`src/rtl/issue_select_pkg.sv`:
```
// Shared payload layout for the issue path (issue_slot, dispatch, issue_select).
// Payload is {uop[6:0], brmask, tag, rd, rs2, rs1}, MSB to LSB.
package issue_select_pkg;

  localparam int WIDTH_REG = 5;
  localparam int WIDTH_TAG = 5;
  localparam int WIDTH_BRM = 3;
  localparam int WIDTH_UOP = 7;
  localparam int WIDTH_PL  = WIDTH_UOP + WIDTH_BRM + WIDTH_TAG + 3 * WIDTH_REG;

  localparam int RS1_LSB = 0;
  localparam int RS1_MSB = RS1_LSB + WIDTH_REG - 1;
  localparam int RS2_LSB = RS1_MSB + 1;
  localparam int RS2_MSB = RS2_LSB + WIDTH_REG - 1;
  localparam int RD_LSB  = RS2_MSB + 1;
  localparam int RD_MSB  = RD_LSB + WIDTH_REG - 1;
  localparam int TAG_LSB = RD_MSB + 1;
  localparam int TAG_MSB = TAG_LSB + WIDTH_TAG - 1;
  localparam int BRM_LSB = TAG_MSB + 1;
  localparam int BRM_MSB = BRM_LSB + WIDTH_BRM - 1;
  localparam int UOP_LSB = BRM_MSB + 1;
  localparam int UOP_MSB = WIDTH_PL - 1;

  typedef logic [WIDTH_PL-1:0]  payload_t;
  typedef logic [WIDTH_BRM-1:0] brmask_t;

  function automatic brmask_t pl_brmask(input payload_t pl);
    return pl[BRM_MSB:BRM_LSB];
  endfunction

  // A uop is squashed when any of its branch dependencies is being killed.
  function automatic logic br_hit(input brmask_t mask, input brmask_t kill);
    return |(mask & kill);
  endfunction

endpackage

```
`src/rtl/issue_select_rr_arbiter.sv`:
```
// Round-robin arbiter: rotate requests so ptr lands at bit 0, pick the lowest set
// bit, then rotate the result back. N must be a power of two.
module rr_arbiter #(
  parameter int N  = 8,
  parameter int PW = $clog2(N)
) (
  input  logic [N-1:0]  req_i,
  input  logic [PW-1:0] ptr_i,
  input  logic          en_i,
  output logic [N-1:0]  gnt_o,
  output logic [PW-1:0] idx_o
);

  logic [2*N-1:0] dbl_s;
  logic [N-1:0]   rot_s;
  logic           found_s;
  logic [PW-1:0]  off_s;

  always_comb begin
    dbl_s   = {req_i, req_i} >> ptr_i;
    rot_s   = dbl_s[N-1:0];
    found_s = 1'b0;
    off_s   = '0;
    for (int i = 0; i < N; i++) begin
      if (!found_s && rot_s[i]) begin
        found_s = 1'b1;
        off_s   = PW'(i);
      end
    end
    // Offset plus ptr wraps naturally because N is a power of two.
    idx_o = ptr_i + off_s;
    if (en_i && found_s) begin
      gnt_o = {{(N-1){1'b0}}, 1'b1} << idx_o;
    end else begin
      gnt_o = '0;
    end
  end

endmodule

```
`src/rtl/issue_select.sv`:
```
// Select/read end of an issue queue: round-robin grant onto the shared read bus,
// capture into an output register, valid/ready handoff, branch-kill squash.
module issue_select
  import issue_select_pkg::*;
#(
  parameter int SLOTS = 8
) (
  input  logic                 i_clk,
  input  logic                 i_rst,
  input  logic [SLOTS-1:0]     i_request,
  output logic [SLOTS-1:0]     o_grant,
  input  logic [WIDTH_PL-1:0]  i_rslot,
  input  logic [WIDTH_BRM-1:0] i_BrKill,
  output logic                 o_valid,
  output logic [WIDTH_PL-1:0]  o_uop,
  input  logic                 i_ready
);

  localparam int PTR_W = $clog2(SLOTS);

  logic [PTR_W-1:0] ptr_q, ptr_d;
  logic             valid_q, valid_d;
  payload_t         uop_q, uop_d;

  logic             held_kill_s;
  logic             accept_s;
  logic [SLOTS-1:0] gnt_s;
  logic [PTR_W-1:0] idx_s;

  assign held_kill_s = valid_q & br_hit(pl_brmask(uop_q), i_BrKill);
  assign accept_s    = ~valid_q | i_ready | held_kill_s;

  rr_arbiter #(
    .N  (SLOTS),
    .PW (PTR_W)
  ) u_arb (
    .req_i (i_request),
    .ptr_i (ptr_q),
    .en_i  (accept_s & ~i_rst),
    .gnt_o (gnt_s),
    .idx_o (idx_s)
  );

  assign o_grant = gnt_s;

  always_comb begin
    ptr_d   = ptr_q;
    valid_d = valid_q;
    uop_d   = uop_q;
    if (|gnt_s) begin
      // A uop killed on capture is consumed from its slot but never issued.
      uop_d   = i_rslot;
      valid_d = ~br_hit(pl_brmask(i_rslot), i_BrKill);
      ptr_d   = idx_s + PTR_W'(1);
    end else if (i_ready || held_kill_s) begin
      valid_d = 1'b0;
    end else begin
      valid_d = valid_q;
    end
  end

  always_ff @(posedge i_clk or posedge i_rst) begin
    if (i_rst) begin
      ptr_q   <= '0;
      valid_q <= 1'b0;
      uop_q   <= '0;
    end else begin
      ptr_q   <= ptr_d;
      valid_q <= valid_d;
      uop_q   <= uop_d;
    end
  end

  assign o_valid = valid_q;
  assign o_uop   = uop_q;

endmodule
```
`config.mk`:
```
export PLATFORM = sky130hd
export DESIGN_NAME = issue_select
export DESIGN_NICKNAME = d
export VERILOG_FILES = /design/src/rtl/issue_select_pkg.sv /design/src/rtl/issue_select_rr_arbiter.sv /design/src/rtl/issue_select.sv
export SDC_FILE = /design/constraint.sdc
export NUM_CORES = 1
export LEC_CHECK = 0
export BUFFER_PORTS_ARGS = -buffer_cell sky130_fd_sc_hd__buf_2
export CAP_MARGIN = 20
export CORE_ASPECT_RATIO = 1.4
export CORE_MARGIN = 1.5
export CORE_UTILIZATION = 53
export DETAILED_ROUTE_END_ITERATION = 16
export PLACE_DENSITY = 0.85
export SKIP_LAST_GASP = 1
export SYNTH_ARGS = -nofsm -noshare
export SYNTH_HDL_FRONTEND = slang
export SYNTH_HIERARCHICAL = 1
export SYNTH_SLANG_ARGS = --single-unit
```
`constraint.sdc`:
```
create_clock -name i_clk -period 7.5 [get_ports i_clk]
set_input_delay 0.75 -clock i_clk [delete_from_list [all_inputs] [get_ports i_clk]]
set_output_delay 0.75 -clock i_clk [all_outputs]
set_load 0.02 [all_outputs]
```
# == After elaboration in Yosys (flattened, before gate mapping) ==
# Cells that the tools add are included.
# word_totals
ff_bits,34
input_bits,44
output_inout_bits,39
elab_cells,54
# op_classes
addsub,2
shifts,2
muxes,18
n_bitwise,9
n_reduce_logical,20
# op_table
operator,count
$shr A16 B3 Y8,1
$mux W3,4
$mux W1,11
$logic_and A1 B1 Y1,8
$mux W8,1
$reduce_or A8 Y1,1
$shl A1 B3 Y8 const A,1
$logic_not A1 Y1,7
$and A3 B3 Y3,2
$reduce_or A3 Y1,2
$mux W2,2
$add A3 B1 Y3 const B,1
$add A3 B3 Y3,1
$not A1 Y1,3
$and A1 B1 Y1,2
$or A1 B1 Y1,2
$reduce_bool A2 Y1,1
$logic_or A1 B1 Y1,1

# == Logic depth before layout (Yosys ltp) ==
# Gate-level depths: netlist of run 1.
# depth
word_depth,28
mapped_depth,18
depth_no_buf,14

# == By module ==
# Netlist of run 1, hierarchy kept.
# modules_own_cells
mod,n_inst,cells_per_inst,area_each_um2,seq_area_each_um2
issue_select,1,83,1457.6,850.8
rr_arbiter,1,96,783.3,0.0

# == Worst setup path after synthesis of run 1 ==
# OpenSTA, ideal clock, no wires.
# synth_path
kind,input -> register
startpoint,input i_request[4]
endpoint,register uop_q[10] (netlist: o_uop[10])
setup_ns,0.125
arrival_ns,4.349
required_time_ns,7.375
path_slack_ns,3.026
cell_stages,13
n_path_buf,1
cell_sequence,mux4_2 > mux2_2 > a211o_1 > a311o_1 > a32o_1 > fa_1 > xnor2_1 > o211ai_1 > a21oi_1 > nor4_1 > nand2_2 > buf_6 > mux2_4
# synth_between
elab_chain_len,27
elab_cells_between_ends,35
classes_between,1 x add/sub; 2 x shift; 16 x mux; 16 x reduce/logical
# synth_rtl
item,line,source
"start, declared",issue_select.sv:10,"input logic [SLOTS-1:0] i_request,"
$shr A16 B3 Y8 *,issue_select_rr_arbiter.sv:20,"dbl_s = {req_i, req_i} >> ptr_i;"
$mux W1,issue_select_rr_arbiter.sv:25,if (!found_s && rot_s[i]) begin
$logic_not A1 Y1,issue_select_rr_arbiter.sv:25,
$logic_and A1 B1 Y1,issue_select_rr_arbiter.sv:25,
$mux W1,issue_select_rr_arbiter.sv:25,
$logic_not A1 Y1,issue_select_rr_arbiter.sv:25,
$logic_and A1 B1 Y1,issue_select_rr_arbiter.sv:25,
$mux W1,issue_select_rr_arbiter.sv:25,
[12 not listed],-,
$logic_not A1 Y1,issue_select_rr_arbiter.sv:25,
$logic_and A1 B1 Y1,issue_select_rr_arbiter.sv:25,
$mux W3,issue_select_rr_arbiter.sv:25,
$add A3 B3 Y3,issue_select_rr_arbiter.sv:31,idx_o = ptr_i + off_s;
$shl A1 B3 Y8,issue_select_rr_arbiter.sv:33,"gnt_o = {{(N-1){1'b0}}, 1'b1} << idx_o;"
$mux W8 *,issue_select_rr_arbiter.sv:32,if (en_i && found_s) begin
via o_grant[1],issue_select.sv:11,"output logic [SLOTS-1:0] o_grant,"
$reduce_or A8 Y1 *,issue_select.sv:50,if (|gnt_s) begin
"end signal, assigned",issue_select.sv:70,uop_q <= uop_d;
"end, declared",issue_select.sv:23,"payload_t uop_q, uop_d;"
# The timed path passes the listed nets; every way through them passes the cells marked *.
# A chain may end at the register's enable or synchronous reset.

# == Worst setup path after layout of run 1 ==
# layout_path
startpoint,register ptr_q[0]
endpoint,register uop_q[17] (netlist: o_uop[17])
# layout_between
elab_chain_len,27
elab_cells_between_ends,35
classes_between,1 x add/sub; 2 x shift; 16 x mux; 16 x reduce/logical
# layout_rtl
item,line,source
"start, declared",issue_select.sv:21,"logic [PTR_W-1:0] ptr_q, ptr_d;"
"start signal, assigned",issue_select.sv:68,ptr_q <= ptr_d;
$shr A16 B3 Y8,issue_select_rr_arbiter.sv:20,
$mux W1,issue_select_rr_arbiter.sv:25,
$logic_not A1 Y1,issue_select_rr_arbiter.sv:25,
$logic_and A1 B1 Y1,issue_select_rr_arbiter.sv:25,
$mux W1,issue_select_rr_arbiter.sv:25,
$logic_not A1 Y1,issue_select_rr_arbiter.sv:25,
$logic_and A1 B1 Y1,issue_select_rr_arbiter.sv:25,
$mux W1,issue_select_rr_arbiter.sv:25,
[11 not listed],-,
$mux W1,issue_select_rr_arbiter.sv:25,
$logic_not A1 Y1,issue_select_rr_arbiter.sv:25,
$logic_and A1 B1 Y1,issue_select_rr_arbiter.sv:25,
$mux W3,issue_select_rr_arbiter.sv:25,
$add A3 B3 Y3,issue_select_rr_arbiter.sv:31,
$shl A1 B3 Y8,issue_select_rr_arbiter.sv:33,
$mux W8 *,issue_select_rr_arbiter.sv:32,
$reduce_or A8 Y1 *,issue_select.sv:50,
# Mark *: on every way between the ends. The rest lies on a longest branch, timed or not.

==> reports/summary.txt, run 1 <==
Crit Path Max Fanout -> 34
Post-layout min period -> 5.26 ns
Via density -> 6.05
Status -> finished clean
Final Hold Fails -> 0
Largest net degree at the start of global routing -> 35
Mapped Cells -> 179
CP startpoint -> ptr_q[0]
Peak Freq -> 0.190 GHz
Multi-input logic area -> 1290 um2
Initial DRC count -> 133
Clock root cell -> clkbuf_8
First-pass GRT wire length -> 8360 um
Final period utilization -> 0.701
CP bufs+invs -> 0
Commonest non-fill, non-tap cell in the layout -> buf_2
Fillers -> 311
Clk pin slew, worst setup/hold paths -> 0.07 ns
Antenna viol nets, final -> 0
Drc violations -> 0
Fin util -> 0.686
Required time worst endpoint -> 7.65 ns
Post-synthesis cell type count -> 50
Setup-failing EPs final -> 0
Area Overhead vs Synth -> 22.1%
RR Startpoint -> ptr_q[0]
Worst stage delay on the critical path -> 0.90 ns
Slowest CP cell -> dfrtp_1
Top FF cell, synth -> dfrtp_1
Port Buffers -> 82
Setup crit start kind -> flop
Vias in the first global route -> 1845
Skew-Pair Late Insertion Delay -> 0.27 ns
Drt wl/cell -> 17.0 um
Synthesized net count -> 226
Die Width -> 58.0 um
FF-to-FF End -> o_uop[17]
Die Area -> 4630 um2
CTS tree -> yes
Ports -> 83
# rows -> 27
Critical path depth -> 12
EDFF count, synth -> 0
Fin nets -> 307
Placeable Area -> 3990 um2
WP data arrival -> 5.41 ns
Remaining global-route overflow -> 0
Initial antenna violation count -> 0
CP endpoint -> o_uop[17]
Yosys reg bits -> 34
# hold bufs at CTS -> 0
DR vias -> 1840
Cts repair resizes -> 0
Gp weighted congestion -> 0.892
Slew Limit Fails -> 0
DR top layer -> met4
CP Cell Sequence -> mux4_2 > mux2_2 > a211o_1 > a311o_1 > a32o_1 > fa_1 > xnor2_1 > o211ai_1 > a21oi_1 > nor4_1 > nand2_2 > mux2_4
Top Family by Delay on Critical Path -> multiplexers
Num CTS Buffers -> 5
Die H -> 79.9 um
Post-Syn Area -> 2240 um2
Number of setup buffers added after CTS -> 0
MaxCap Viol Count -> 0
RSZ-0062 raised after global routing -> false
CTS H-tree lvls -> 2
Final WL -> 5170 um
Clock buffer depth -> 2
Starting Density -> 0.562
Synth async-reset ratio -> 1.00
Aggregate negative setup slack -> 0 ns
Register area -> 851 um2
Reg2reg setup slack -> 2.24 ns
Average cell area after synthesis -> 12.5 um2
Post-DP HPWL -> 3880 um
Worst Setup End Kind -> flop
Critical path type -> flop to flop
R2r worst-path depth -> 12
ANT cells -> 0
Ys Warns -> 6
Met1 WL -> 2140 um
Worst-Margin Slew -> 1.09 ns
Clock skew -> 0.00649 ns
Met3 wire length -> 275 um
Gr usage total -> 0.233
Share of cells above drive strength 1 -> 0.521
Hold WC Path Type -> primary input to asynchronous set/reset pin
Post-synthesis sequential area ratio -> 0.380
Slew HR -> 0.272
Clock sink count -> 34
Most frequent cells in the layout -> 82 x buf_2, 34 x dfrtp_1, 29 x mux2_4
DR WL met2 -> 2610 um
Detailed Routing Iterations Pass 1 -> 6
-- state kept, by name, summed over array words and instances (netlist names) --
| signal | count |
|---|---|
| o_uop | 30 |
| ptr_q | 3 |
| o_valid | 1 |
-- worst min-delay path by stage --
stage              start        end  slack [ns]  cells after the start
6_report           i_rst  o_uop[12]        0.39                      2
5_1_grt            i_rst  o_uop[15]        0.39                      2
3_3_place_gp   o_uop[15]  o_uop[15]        0.49                      1
3_5_place_dp    o_uop[2]   o_uop[2]        0.49                      1
4_1_cts            i_rst  o_uop[12]        0.38                      2
2_1_floorplan   ptr_q[2]   ptr_q[2]        0.51                      1
-- synthesized netlist by cell type (all sizes together) (3+ instances only) --
library cell  number  area [um2]
o21ai              6        30.0
mux2i              7        70.1
nand3              5        25.0
mux2              37         526
mux4               7         158
nor2               3        11.3
inv                6        22.5
a21o               3        22.5
nand2              5        21.3
a21oi             12        60.1
nor2b              3        18.8
buf                8        65.1
dfrtp             34         851
-- through the flow --
stage          instance area (um2)  instances  setup slack (ns)  hold WS, ns
6_report                      2740        304              2.24        0.386
4_1_cts                       2740        304              2.22        0.382
3_5_place_dp                  2640        296              2.19        0.486
2_1_floorplan                 2240        179              3.03        0.505
5_1_grt                       2740        304              1.84        0.394
3_3_place_gp                  2640        296              2.30        0.491
-- routing by layer --
layer	track usage	up-vias
met2	0.374	83
met4	0.0907	0
li1	-	844
met1	0.314	901
met5	0	-
met3	0.0373	12
-- layout make-up --
type	instances	area share
Inverter	7	0.00961
Timing Repair Buffer	83	0.153
Sequential cell	34	0.311
Clock buffer	7	0.0316
Clock inverter	1	0.00183
Multi-Input combinational cell	129	0.473
Tap cell	43	0.0197
-- logic make-up after synthesis --
group | synth area share
flops | 0.380
xor+xnor | 0.0156
compound gates | 0.128
mux | 0.336
simple gates | 0.0776
fa+ha+maj | 0.0201
buf+inv | 0.0424
Power of run 1 is left out: the tool's default activity adds up to more than one toggle a clock period on the data nets, which glitch-free logic cannot reach.
==> run 2: changes to the inputs <==
--- a/config.mk
+++ b/config.mk
@@ -9,9 +9,9 @@
 export CAP_MARGIN = 20
 export CORE_ASPECT_RATIO = 1.4
 export CORE_MARGIN = 1.5
-export CORE_UTILIZATION = 53
+export CORE_UTILIZATION = 50
 export DETAILED_ROUTE_END_ITERATION = 16
-export PLACE_DENSITY = 0.85
+export PLACE_DENSITY = 0.81
 export SKIP_LAST_GASP = 1
 export SYNTH_ARGS = -nofsm -noshare
 export SYNTH_HDL_FRONTEND = slang
==> constraint.sdc (replaced) <==
create_clock -name i_clk -period 5.1 [get_ports i_clk]
set_input_delay 0.51 -clock i_clk [delete_from_list [all_inputs] [get_ports i_clk]]
set_output_delay 0.51 -clock i_clk [all_outputs]
set_load 0.02 [all_outputs]
==> run 2 against run 1 <==
- critical path depth is 3 higher
- first-iteration DRC count increased by 20%
- sequential share of layout area shrank 0.99 points
==> reports/summary.txt, run 2 (synthesis results as in run 1) <==
Status -> finished clean
Hold WC Path Type -> primary input to asynchronous set/reset pin
Slew HR -> 0.557 (+0.284)
Fin nets -> 310 (+0.98%)
Gr usage total -> 0.221 (-0.0123)
Cts repair resizes -> 0 (unchanged)
Largest net degree at the start of global routing -> 29 (-17%)
R2r worst-path depth -> 15 (+3)
Die Area -> 4900 um2 (+5.7%)
FF-to-FF End -> o_uop[21]
Share of cells above drive strength 1 -> 0.530 (+0.00923)
Antenna viol nets, final -> 0 (unchanged)
CTS tree -> yes
Final Hold Fails -> 0 (unchanged)
RSZ-0062 raised after global routing -> false
WP data arrival -> 4.89 ns (-0.52 ns)
Slew Limit Fails -> 0 (unchanged)
Most frequent cells in the layout -> 82 x buf_2, 34 x dfrtp_1, 29 x mux2_4
Placeable Area -> 4270 um2 (+7.2%)
Peak Freq -> 0.212 GHz (+11%)
Setup-failing EPs final -> 0 (unchanged)
Post-DP HPWL -> 3900 um (+0.45%)
Initial DRC count -> 159 (+20%)
Area Overhead vs Synth -> 26.1%
CP endpoint -> o_uop[21]
Ports -> 83 (unchanged)
Fin cells -> 324 (+6.6%)
Via density -> 5.68 (-6.1%)
Cell Count Post-Placement -> 316 (+6.8%)
Drc violations -> 0 (unchanged)
Die H -> 82.2 um (+2.8%)
Number of setup buffers added after CTS -> 0 (unchanged)
Clk pin slew, worst setup/hold paths -> 0.07 ns (about the same)
Final worst slack -> 0.383 ns (-1.86 ns)
Clock buffer depth -> 2 (unchanged)
Worst-Margin Slew -> 0.656 ns (-0.432 ns)
Final WL -> 5210 um (+0.77%)
ANT cells -> 0 (unchanged)
Clock skew -> 0.00520 ns (-0.00128 ns)
DP Worst Slack -> 0.469 ns (-1.72 ns)
Gp weighted congestion -> 0.926 (+3.8%)
Worst Setup End Kind -> flop
CTS H-tree lvls -> 2 (unchanged)
# rows -> 28 (+3.7%)
Die Width -> 59.6 um (+2.8%)
Largest register FFs -> 30 (unchanged)
Setup crit start kind -> flop
Aggregate negative setup slack -> 0 ns (unchanged)
DR vias -> 1841 (+0.054%)
Initial antenna violation count -> 0 (unchanged)
Port Buffers -> 82 (unchanged)
Clock sink count -> 34 (unchanged)
Required time worst endpoint -> 5.27 ns (-2.38 ns)
Reg2reg setup slack -> 0.38 ns (-1.86 ns)
First-pass GRT wire length -> 8110 um (-3.0%)
Detailed Routing Iterations Pass 1 -> 4 (-2)
Commonest non-fill, non-tap cell in the layout -> buf_2
Vias in the first global route -> 1801 (-2.4%)
# hold bufs at CTS -> 0 (unchanged)
Post-layout min period -> 4.72 ns (-0.539 ns)
RR Startpoint -> ptr_q[2]
Final period utilization -> 0.925 (+0.224)
Placed Instance Area -> 2690 um2 (+1.7%)
CP startpoint -> ptr_q[2]
MaxCap Viol Count -> 0 (unchanged)
Skew-Pair Late Insertion Delay -> 0.29 ns (+0.02 ns)
Remaining global-route overflow -> 0 (unchanged)
Critical path type -> flop to flop
Num CTS Buffers -> 5 (unchanged)
Crit Path Max Fanout -> 23 (-32%)
Starting Density -> 0.524 (-0.0378)
Drt wl/cell -> 16.1 um (-5.4%)
Design Area, Final -> 2830 um2 (+3.3%)
Clock root cell -> clkbuf_8
-- run 2: cell types whose count changed in the layout (fill, tap and decap cells not counted), sizes merged --
| cell | delta |
|---|---|
| buf | +3 |
| bufinv | +2 |
| clkbuf | -2 |
-- run 2: worst min-delay path by stage --
stage,start,endpoint,depth (start not counted)
finish,i_rst,o_uop[16],2
global placement,i_rst,o_uop[12],2
global route,i_rst,o_uop[16],2
detailed placement,i_rst,o_uop[12],2
floorplan,ptr_q[2],ptr_q[2],1
CTS,i_rst,o_uop[16],2
-- run 2: critical path: stages (launching register included) --
cell and delay (ns):
dfrtp_1 0.76, nor3b_1 0.34, nor4b_1 0.59, o21ai_0 0.26
a22oi_1 0.25, a22o_1 0.17, ha_1 0.13, inv_1 0.05
fa_1 0.41, xnor2_1 0.28, o211ai_1 0.22, a21oi_1 0.22
nor4_1 0.08, nand2_2 0.08, buf_4 0.35, mux2_2 0.38
-- run 2: through the flow --
stage	hold slack (ns)	utilization
2_1_floorplan	0.505	-
3_3_place_gp	0.458	0.629
3_5_place_dp	0.463	0.629
4_1_cts	0.160	0.661
5_1_grt	0.170	0.661
6_report	0.158	0.661
-- run 2: area by class of cell --
cell class,instances,area [um2]
Fill cell,357,1450
Sequential cell,34,851
Multi-Input combinational cell,129,1290
Clock inverter,3,68.8
Timing Repair Buffer,86,440
Tap cell,60,75.1
Clock buffer,5,68.8
Inverter,7,26.3
-- run 2: per-layer routing --
layer / wire [um] / share of wire / vias up / global-route usage
li1: - / - / 857 / -
met1: 2050 / 0.39 / 882 / 0.250
met2: 2690 / 0.52 / 88 / 0.393
met3: 312 / 0.060 / 14 / 0.0374
met4: 161 / 0.031 / 0 / 0.111
met5: 0 / 0 / - / 0
Power of run 2 is left out for the same reason.
